`src/rtl/stream_mux_pkg.sv`:
```
// Shared mode constants and sizing helper for the stream_mux_rr channel combiner.
// The optional packet lock is enabled by defining STREAM_MUX_LOCK_EN.
package stream_mux_pkg;

    localparam logic MODE_RR    = 1'b0;
    localparam logic MODE_FIXED = 1'b1;

    function automatic int ch_width(input int num_ch);
        return (num_ch > 1) ? $clog2(num_ch) : 1;
    endfunction

endpackage

```
`src/rtl/rr_arbiter.sv`:
```
// Combinational rotating-priority arbiter: grants the first requester after ptr,
// wrapping modulo NUM_CH (NUM_CH need not be a power of two).
module rr_arbiter
    import stream_mux_pkg::*;
#(
    parameter  int NUM_CH = 4,
    localparam int CH_W   = ch_width(NUM_CH)
) (
    input  logic [NUM_CH-1:0] req,
    input  logic [CH_W-1:0]   ptr,
    input  logic              en,
    output logic [NUM_CH-1:0] gnt,
    output logic [CH_W-1:0]   idx,
    output logic              any
);

    int              pos;
    logic [CH_W-1:0] c;

    // NOTE: combinational blocks use blocking '=' and give every output a default
    // first, so no path leaves a variable unassigned and no latch is inferred.
    always_comb begin
        gnt = '0;
        idx = '0;
        any = 1'b0;
        pos = 0;
        c   = '0;
        for (int k = 1; k <= NUM_CH; k++) begin
            // ptr is always below NUM_CH, so one conditional subtract is the modulo.
            pos = int'(ptr) + k;
            if (pos >= NUM_CH) begin
                pos = pos - NUM_CH;
            end
            c = CH_W'(pos);
            if (en && !any && req[c]) begin
                any    = 1'b1;
                idx    = c;
                gnt[c] = 1'b1;
            end
        end
    end

endmodule

```
`src/rtl/stream_mux_rr.sv`:
```
// N-channel valid/ready stream combiner with a registered output stage and
// round-robin or fixed-select arbitration; STREAM_MUX_LOCK_EN adds packet lock.
module stream_mux_rr
    import stream_mux_pkg::*;
#(
    parameter  int NUM_CH = 4,
    parameter  int WIDTH  = 8,
    localparam int CH_W   = ch_width(NUM_CH)
) (
    input  logic                    clk,
    input  logic                    rst_n,
    input  logic [NUM_CH*WIDTH-1:0] in_data,
    input  logic [NUM_CH-1:0]       in_valid,
    input  logic [NUM_CH-1:0]       in_last,
    output logic [NUM_CH-1:0]       in_ready,
    input  logic                    mode,
    input  logic [CH_W-1:0]         sel,
    output logic [WIDTH-1:0]        out_data,
    output logic [CH_W-1:0]         out_ch,
    output logic                    out_last,
    output logic                    out_valid,
    input  logic                    out_ready
);

    logic              load;
    logic              xfer;
    logic              rr_en;
    logic [NUM_CH-1:0] rr_gnt;
    logic [CH_W-1:0]   rr_idx;
    logic              rr_any;

    logic              cand_valid;
    logic [CH_W-1:0]   cand_idx;
    logic [NUM_CH-1:0] cand_onehot;
    logic [WIDTH-1:0]  cand_data;
    logic              cand_last;

    logic [WIDTH-1:0]  out_data_q,  out_data_d;
    logic [CH_W-1:0]   out_ch_q,    out_ch_d;
    logic              out_last_q,  out_last_d;
    logic              out_valid_q, out_valid_d;
    logic [CH_W-1:0]   ptr_q,       ptr_d;
`ifdef STREAM_MUX_LOCK_EN
    logic              lock_q,      lock_d;
    logic [CH_W-1:0]   lock_ch_q,   lock_ch_d;
`endif

`ifdef STREAM_MUX_LOCK_EN
    assign rr_en = (mode == MODE_RR) && !lock_q;
`else
    assign rr_en = (mode == MODE_RR);
`endif

    rr_arbiter #(.NUM_CH(NUM_CH)) u_arb (
        .req (in_valid),
        .ptr (ptr_q),
        .en  (rr_en),
        .gnt (rr_gnt),
        .idx (rr_idx),
        .any (rr_any)
    );

    // A held packet overrides mode and sel; otherwise mode picks the source.
    always_comb begin
        cand_valid  = 1'b0;
        cand_idx    = '0;
        cand_onehot = '0;
`ifdef STREAM_MUX_LOCK_EN
        if (lock_q) begin
            cand_valid  = in_valid[lock_ch_q];
            cand_idx    = lock_ch_q;
            cand_onehot = NUM_CH'(1) << lock_ch_q;
        end else
`endif
        if (mode == MODE_FIXED) begin
            if (int'(sel) < NUM_CH) begin
                cand_valid  = in_valid[sel];
                cand_idx    = sel;
                cand_onehot = NUM_CH'(1) << sel;
            end
        end else begin
            cand_valid  = rr_any;
            cand_idx    = rr_idx;
            cand_onehot = rr_gnt;
        end
    end

    always_comb begin
        cand_data = '0;
        cand_last = 1'b0;
        for (int c = 0; c < NUM_CH; c++) begin
            if (cand_idx == CH_W'(c)) begin
                cand_data = in_data[c*WIDTH +: WIDTH];
                cand_last = in_last[c];
            end
        end
    end

    assign load     = !out_valid_q || out_ready;
    assign xfer     = load && cand_valid;
    assign in_ready = (rst_n && xfer) ? cand_onehot : '0;

    always_comb begin
        out_data_d  = out_data_q;
        out_ch_d    = out_ch_q;
        out_last_d  = out_last_q;
        out_valid_d = out_valid_q;
        ptr_d       = ptr_q;
        if (load) begin
            out_valid_d = cand_valid;
            if (cand_valid) begin
                out_data_d = cand_data;
                out_ch_d   = cand_idx;
                out_last_d = cand_last;
                if (mode == MODE_RR) begin
                    ptr_d = cand_idx;
                end
            end
        end
`ifdef STREAM_MUX_LOCK_EN
        lock_d    = lock_q;
        lock_ch_d = lock_ch_q;
        if (xfer) begin
            lock_d = !cand_last;
            if (!cand_last) begin
                lock_ch_d = cand_idx;
            end
        end
`endif
    end

    // NOTE: sequential state uses non-blocking '<=' so every flop samples the
    // pre-edge value of every other flop, independent of statement order.
    always_ff @(posedge clk or negedge rst_n) begin
        if (!rst_n) begin
            out_data_q  <= '0;
            out_ch_q    <= '0;
            out_last_q  <= 1'b0;
            out_valid_q <= 1'b0;
            ptr_q       <= CH_W'(NUM_CH - 1);
`ifdef STREAM_MUX_LOCK_EN
            lock_q      <= 1'b0;
            lock_ch_q   <= '0;
`endif
        end else begin
            out_data_q  <= out_data_d;
            out_ch_q    <= out_ch_d;
            out_last_q  <= out_last_d;
            out_valid_q <= out_valid_d;
            ptr_q       <= ptr_d;
`ifdef STREAM_MUX_LOCK_EN
            lock_q      <= lock_d;
            lock_ch_q   <= lock_ch_d;
`endif
        end
    end

    assign out_data  = out_data_q;
    assign out_ch    = out_ch_q;
    assign out_last  = out_last_q;
    assign out_valid = out_valid_q;

endmodule

```
`config.mk`:
```
export PLATFORM = sky130hd
export DESIGN_NAME = stream_mux_rr
export DESIGN_NICKNAME = d
export VERILOG_FILES = /design/src/rtl/stream_mux_pkg.sv /design/src/rtl/rr_arbiter.sv /design/src/rtl/stream_mux_rr.sv
export SDC_FILE = /design/constraint.sdc
export NUM_CORES = 1
export LEC_CHECK = 0
export CAP_MARGIN = 5
export CORE_ASPECT_RATIO = 1.75
export CORE_MARGIN = 2
export CORE_UTILIZATION = 42
export CTS_BUF_LIST = sky130_fd_sc_hd__clkbuf_8
export DETAILED_ROUTE_END_ITERATION = 6
export HOLD_SLACK_MARGIN = 0.05
export PLACE_DENSITY = 0.79
export SKIP_CTS_REPAIR_TIMING = 1
export SLEW_MARGIN = 0
export SYNTH_ARGS = -nofsm -noshare
export SYNTH_HDL_FRONTEND = slang
export SYNTH_SLANG_ARGS = --single-unit
```
`constraint.sdc`:
```
create_clock -name clk -period 3.4 [get_ports clk]
set_input_delay 0.85 -clock clk [delete_from_list [all_inputs] [get_ports clk]]
set_output_delay 0.85 -clock clk [all_outputs]
set_load 0.01 [all_outputs]
```
==> results of run 1 <==
==> cell usage in the layout (no fill, tap or decap), types with 4 or more instances in the layout <==
cell	synthesis	final
clkbuf_8	0	4
dfrtp_1	12	12
a31oi_1	18	18
clkdlybuf4s50_1	0	52
o21ai_0	7	7
nand2_1	18	18
o211ai_1	9	9
nor2_1	10	10
nor3_1	7	5
ha_1	8	7
mux2i_1	19	19
buf_4	0	27
dlymetal6s2s_1	0	6
inv_1	6	4
mux4_2	4	4
nand3_1	20	20
mux2_2	4	4
==> power groups by stage <==
stage               Combinational, mW  Clock (mW)  Sequential, mW
finish                           1.37       0.166           0.293
global route                     1.47       0.178           0.300
CTS                              1.24       0.169           0.291
detailed placement               1.24           0           0.294
global placement                 1.22           0           0.292
floorplan                       0.791           0           0.334
==> Yosys cell counts (2+ instances only) <==
master and n:
nand2b_1 2, dfstp_2 2, mux2i_1 19, buf_2 7
mux2_2 4, a31oi_1 18, inv_1 6, nor3_1 7
a221oi_2 2, clkbuf_1 7, mux4_2 4, ha_1 8
nand3_1 20, o211ai_1 9, a211oi_1 5, o21ai_2 2
dfrtp_1 12, buf_6 4, nor2_1 10, nand2_1 18
a221oi_1 4, o21ai_0 7
==> worst min-delay path by stage <==
stage	from	end	slack (ns)	depth (start not counted)
6_report	out_ch[1]	out_ch[1]	0.48	2
5_1_grt	out_ch[1]	out_ch[1]	0.50	2
4_1_cts	out_ch[1]	out_ch[1]	0.49	2
3_5_place_dp	out_ch[1]	out_ch[1]	0.47	2
3_3_place_gp	out_ch[1]	out_ch[1]	0.46	2
2_1_floorplan	out_ch[1]	out_ch[1]	0.52	2
==> sequential cells by signal, summed over array words and instances, names as in the netlist <==
name       flops
out_ch         2
ptr_q          2
out_last       1
out_valid      1
out_data       8
==> per-stage QoR <==
stage	util (%)	hold slack (ns)	setup TNS, ns
3_3_place_gp	62.9	0.464	-7.23
4_1_cts	64.3	0.485	-5.82
2_1_floorplan	-	0.516	0
6_report	66.4	0.483	-0.109
3_5_place_dp	62.9	0.472	-8.37
5_1_grt	66.4	0.496	-0.534
==> logic make-up after synthesis <==
kind of cell               share of synthesized area [%]
and+or+nand+nor                                     18.4
buffers and inverters                               8.91
DFF                                                 21.1
adders and majority gates                           5.99
AOI/OAI and AO/OA                                   24.6
muxes                                               21.0
==> worst register-to-register path: stages, from the launching register on <==
cell,delay [ns]
dfstp_2,0.53
buf_4,0.23
mux4_2,0.55
nor2b_4,0.17
buf_4,0.13
buf_4,0.13
o21ai_2,0.56
nand4_2,0.45
o211ai_1,0.30
==> final cells by class <==
type / instances / area, sq um
fillers: 324 / 1300
well taps: 48 / 60.1
clock buffers: 4 / 55.1
flip-flops and latches: 14 / 353
inverters: 6 / 22.5
multi-input cells: 156 / 1230
repair buffers: 90 / 845
==> metal layers <==
layer | track usage, % | share of wire, % | vias up
met5 | 0 | 0 | -
met2 | 43.5 | 58 | 54
met3 | 1.72 | 3.2 | 13
met1 | 22.2 | 35 | 867
met4 | 8.85 | 3.4 | 0
li1 | - | - | 895
==> results.toml, run 1 <==
[outcome]
status = "finished, violations left"
failed_checks = "setup timing"

[power_and_ir_drop]
p_switching_mw = 0.781
internal-power_mw = 1.05
pwr-share-comb_pct = 74.9
p_per_area_nw_per_um2 = 712
seqPwrFrac_pct = 16.0
clockPowerShare_pct = 9.1
power_leakage_nw = 1.13
vdd_drop_max_uv = 465
p_sw_share_pct = 42.7
total_power_mw = 1.83

[setup_path]
crit_buf_inv = 3
rrSetupSlack_ns = 0.27
reg2reg_to = "out_data[4]"
slowest_stage = "mux4_2"
path_class = "reg2out"
crit_path_start_kind = "flip-flop"
arrival_ns = 2.62
reg2reg_depth = 8
crit_required_ns = 2.55
end_kind = "output port"
worstPathMaxFanout = 4
cp-startpoint = "ptr_q[0]"
reg2reg_from = "ptr_q[0]"
critPathCapture = "in_ready[0]"
cp.depth = 9
path_cells = "inv_2 > ha_4 > mux4_2 > buf_6 > a221oi_2 > nor3_1 > a211oi_1 > nor2_1 > dlymetal6s2s_1"
cp_slowest_stage_delay_ns = 0.57
cp_top_family = "multiplexers"

[synth]
yosysWarnings = 0
synthesis.nets = 249
synth_cell_types = 40
yosys.area.top_type = "dfrtp_1"
ys.flop_type = "dfrtp_1"
synth_edf_count = 0
ys_top_cells_by_area = "dfrtp_1 (18%), mux2i_1 (11%), a31oi_1 (6.7%)"
synth-seq-cells = 14
avgSynthCellArea_sq_um = 8.57
synthArstFlopShare_pct = 100
synth_cells = 195
synth_top_cell_area_share_pct = 18.0
yosysSeqAreaShare_pct = 21.1
synthesis.area_sq_um = 1670

[die]
chipHeight_microns = 87.5
die_w_microns = 51.7
rows = 30
start_util_pct = 43.2
core_sq_um = 3870
dieArea_sq_um = 4520
io_pins = 62

[placement]
postPlaceCellArea_sq_um = 2430
dp_hpwl_microns = 3800
portBuffers = 61
dp_slack_ns = -0.635
placed_cells = 310
place_congestion = 0.814

[clock_network]
cts_made_buffers = 3
cts_tree = "built"
clockRootBuffer = "clkbuf_8"
clockBufferDepth = 2
clkSinkCount = 14
clock_latency_ns = 0.25
htreeDepth = 1
path_clk_slew_ns = 0.06

[grt]
track_usage_pct = 21.9
grt_pass1_wl_microns = 7490
grt_overflow = 0
antenna_found_initial = 0
grt_pass1_vias = 1646
grt_max_degree = 20

[final_layout]
drive_gt1_share_pct = 23.3
nets = 325
antenna_cells = 0
final_area_sq_um = 2570
area_growth_pct = 53.7
final_cells = 318

[sta]
clock_skew_ns = 0.00202
finalHoldViolations = 0
min_period_ns = 3.47
tightest_slew_ns = 0.748
worst_slack_ns = -0.0735
fmax_mhz = 288
max_slew_margin_pct = 50.1
slew_violations = 0
finalSetupViolCount = 4
rsz0062_at_grt = "true"
period_share_pct = 102

[detailed_routing]
route.detailed.drc = 0
vias = 1829
drtAntennaViolNets = 0
drtIter0Drc = 49
routed_wl_microns = 4980
dr.pass1.iters = 4
viasPerCell = 5.75
wl_per_cell_microns = 15.7

[job]
drv_cap = 0

[min_path]
hp-class = "reg2reg"
Note: power is estimated with default switching activity, not from simulation.
==> run 2: changes to the inputs <==
--- a/config.mk
+++ b/config.mk
@@ -13,6 +13,7 @@
 export DETAILED_ROUTE_END_ITERATION = 6
 export HOLD_SLACK_MARGIN = 0.05
 export PLACE_DENSITY = 0.79
+export SETUP_SLACK_MARGIN = 0.05
 export SKIP_CTS_REPAIR_TIMING = 1
 export SLEW_MARGIN = 0
 export SYNTH_ARGS = -nofsm -noshare
==> run 2 against run 1 <==
The flow still finishes with violations (setup timing); worst hold slack got worse by 0.0015 ns; clock power barely moved; final area rose by 3.6%; combinational power rose by 9%; wire length rose by 11%; critical path depth rose by 1; maximum frequency fell by 3.8%; die area did not move; critical endpoint is now in_ready[3]; largest cell class unchanged.
==> results.toml, run 2 (synthesized netlist as in run 1, its figures left out) <==
[sta]
worst_slack_ns = -0.211
finalHoldViolations = 0
min_period_ns = 3.61
fmax_mhz = 277
tightest_slew_ns = 0.761
rsz0062_at_grt = "true"
finalSetupViolCount = 2
max_slew_margin_pct = 49.3
slew_violations = 0
clock_skew_ns = 0.00144
period_share_pct = 106

[setup_path]
path_common_cell = "buf_4"
cp-startpoint = "ptr_q[0]"
reg2reg_to = "out_data[4]"
path_cells = "buf_6 > mux4_2 > nor2b_4 > buf_4 > buf_4 > a221oi_2 > nor3_1 > a211oi_1 > nor2_1 > dlymetal6s2s_1"
end_kind = "output port"
crit_path_start_kind = "flip-flop"
crit_required_ns = 2.55
rrSetupSlack_ns = 0.27
slowest_stage = "dfstp_2"
reg2reg_from = "ptr_q[1]"
arrival_ns = 2.76
worstPathMaxFanout = 18
reg2reg_depth = 10
cp_slowest_stage_delay_ns = 0.58
path_class = "reg2out"
critPathCapture = "in_ready[3]"

[die]
start_util_pct = 43.2
rows = 30
chipHeight_microns = 87.5
die_w_microns = 51.7
dieArea_sq_um = 4520
io_pins = 62
core_sq_um = 3870

[power_and_ir_drop]
power_leakage_nw = 1.20
vdd_drop_max_uv = 533
p_per_area_nw_per_um2 = 737
total_power_mw = 1.96

[clock_network]
cts_tree = "built"
clockRootBuffer = "clkbuf_8"
cts_made_buffers = 3
htreeDepth = 1
clkSinkCount = 14
path_clk_slew_ns = 0.06
clockBufferDepth = 2
clock_latency_ns = 0.25

[detailed_routing]
drtAntennaViolNets = 0
drtIter0Drc = 36
vias = 1932
routed_wl_microns = 5520
dr.pass1.iters = 4
wl_per_cell_microns = 16.9
viasPerCell = 5.91
route.detailed.drc = 0

[outcome]
status = "finished, violations left"
failed_checks = "setup timing"

[placement]
placed_cells = 311
dp_slack_ns = -0.767
portBuffers = 61
postPlaceCellArea_sq_um = 2480
place_congestion = 0.812
dp_hpwl_microns = 4270

[final_layout]
area_growth_pct = 59.2
largest_register_ffs = 8
final_cells = 327
nets = 334
drive_gt1_share_pct = 25.8
antenna_cells = 0
final_common_cell = "clkdlybuf4s50_1"
fin_util_pct = 68.8
layout_common_cells = "clkdlybuf4s50_1 (52), buf_4 (36), nand3_1 (20), mux2i_1 (19)"
final_area_sq_um = 2660

[grt]
antenna_found_initial = 0
grt_pass1_wl_microns = 8360
grt_max_degree = 20
grt_overflow = 0
track_usage_pct = 24.2
grt_pass1_vias = 1844

[job]
drv_cap = 0

[min_path]
hp-class = "reg2reg"
==> run 2: cell count changes in the layout (fill, tap and decap cells not counted), sizes merged <==
cell / before / now
clkbuf: 4 / 5
buf: 32 / 39
dlymetal6s2s: 6 / 7
==> run 2: per-stage QoR <==
| stage | hold slack (ns) | TNS, ns |
|---|---|---|
| floorplan | 0.516 | 0 |
| detailed placement | 0.471 | -9.29 |
| CTS | 0.484 | -6.57 |
| global route | 0.505 | -0.600 |
| finish | 0.481 | -0.323 |
| global placement | 0.466 | -7.93 |
==> run 2: final cells by class <==
class / instances / area (sq um)
multi-input combinational: 156 / 1250
fill: 305 / 1200
timing repair buffer: 99 / 920
sequential: 14 / 353
tap: 48 / 60.1
clock buffer: 4 / 55.1
inverter: 6 / 27.5
==> run 2: worst min-delay path by stage <==
stage                     cells after the start   endpoint  startpoint  slack (ns)
final                                         2  out_ch[1]   out_ch[1]        0.48
after CTS                                     2  out_ch[1]   out_ch[1]        0.48
after detailed placement                      2  out_ch[1]   out_ch[1]        0.47
after floorplan                               2  out_ch[1]   out_ch[1]        0.52
after global routing                          2  out_ch[1]   out_ch[1]        0.51
after global placement                        2  out_ch[1]   out_ch[1]        0.47
==> run 2: where the power goes <==
group | leakage [nW] | total, mW | switching [mW] | internal, mW
Sequential | 0.165 | 0.297 | 0.0472 | 0.250
Clock | 0.0288 | 0.163 | 0.0605 | 0.103
Combinational | 1.00 | 1.50 | 0.733 | 0.769
==> run 2: routing by layer <==
layer	part of all wire, %	global-route usage, %	vias to the layer above
met1	34	23.1	936
met4	2.8	7.18	0
met2	59	51.0	67
li1	-	-	915
met5	0	0	-
met3	4.0	1.89	14
==> run 2: critical path: cells and delay by family (launching register included) <==
kind / cells / cell delay, ns
buffers and inverters: 4 / 0.67
flip-flops: 1 / 0.58
multiplexers: 1 / 0.53
AO/OA/AOI/OAI: 2 / 0.43
AND/OR/NAND/NOR: 3 / 0.31
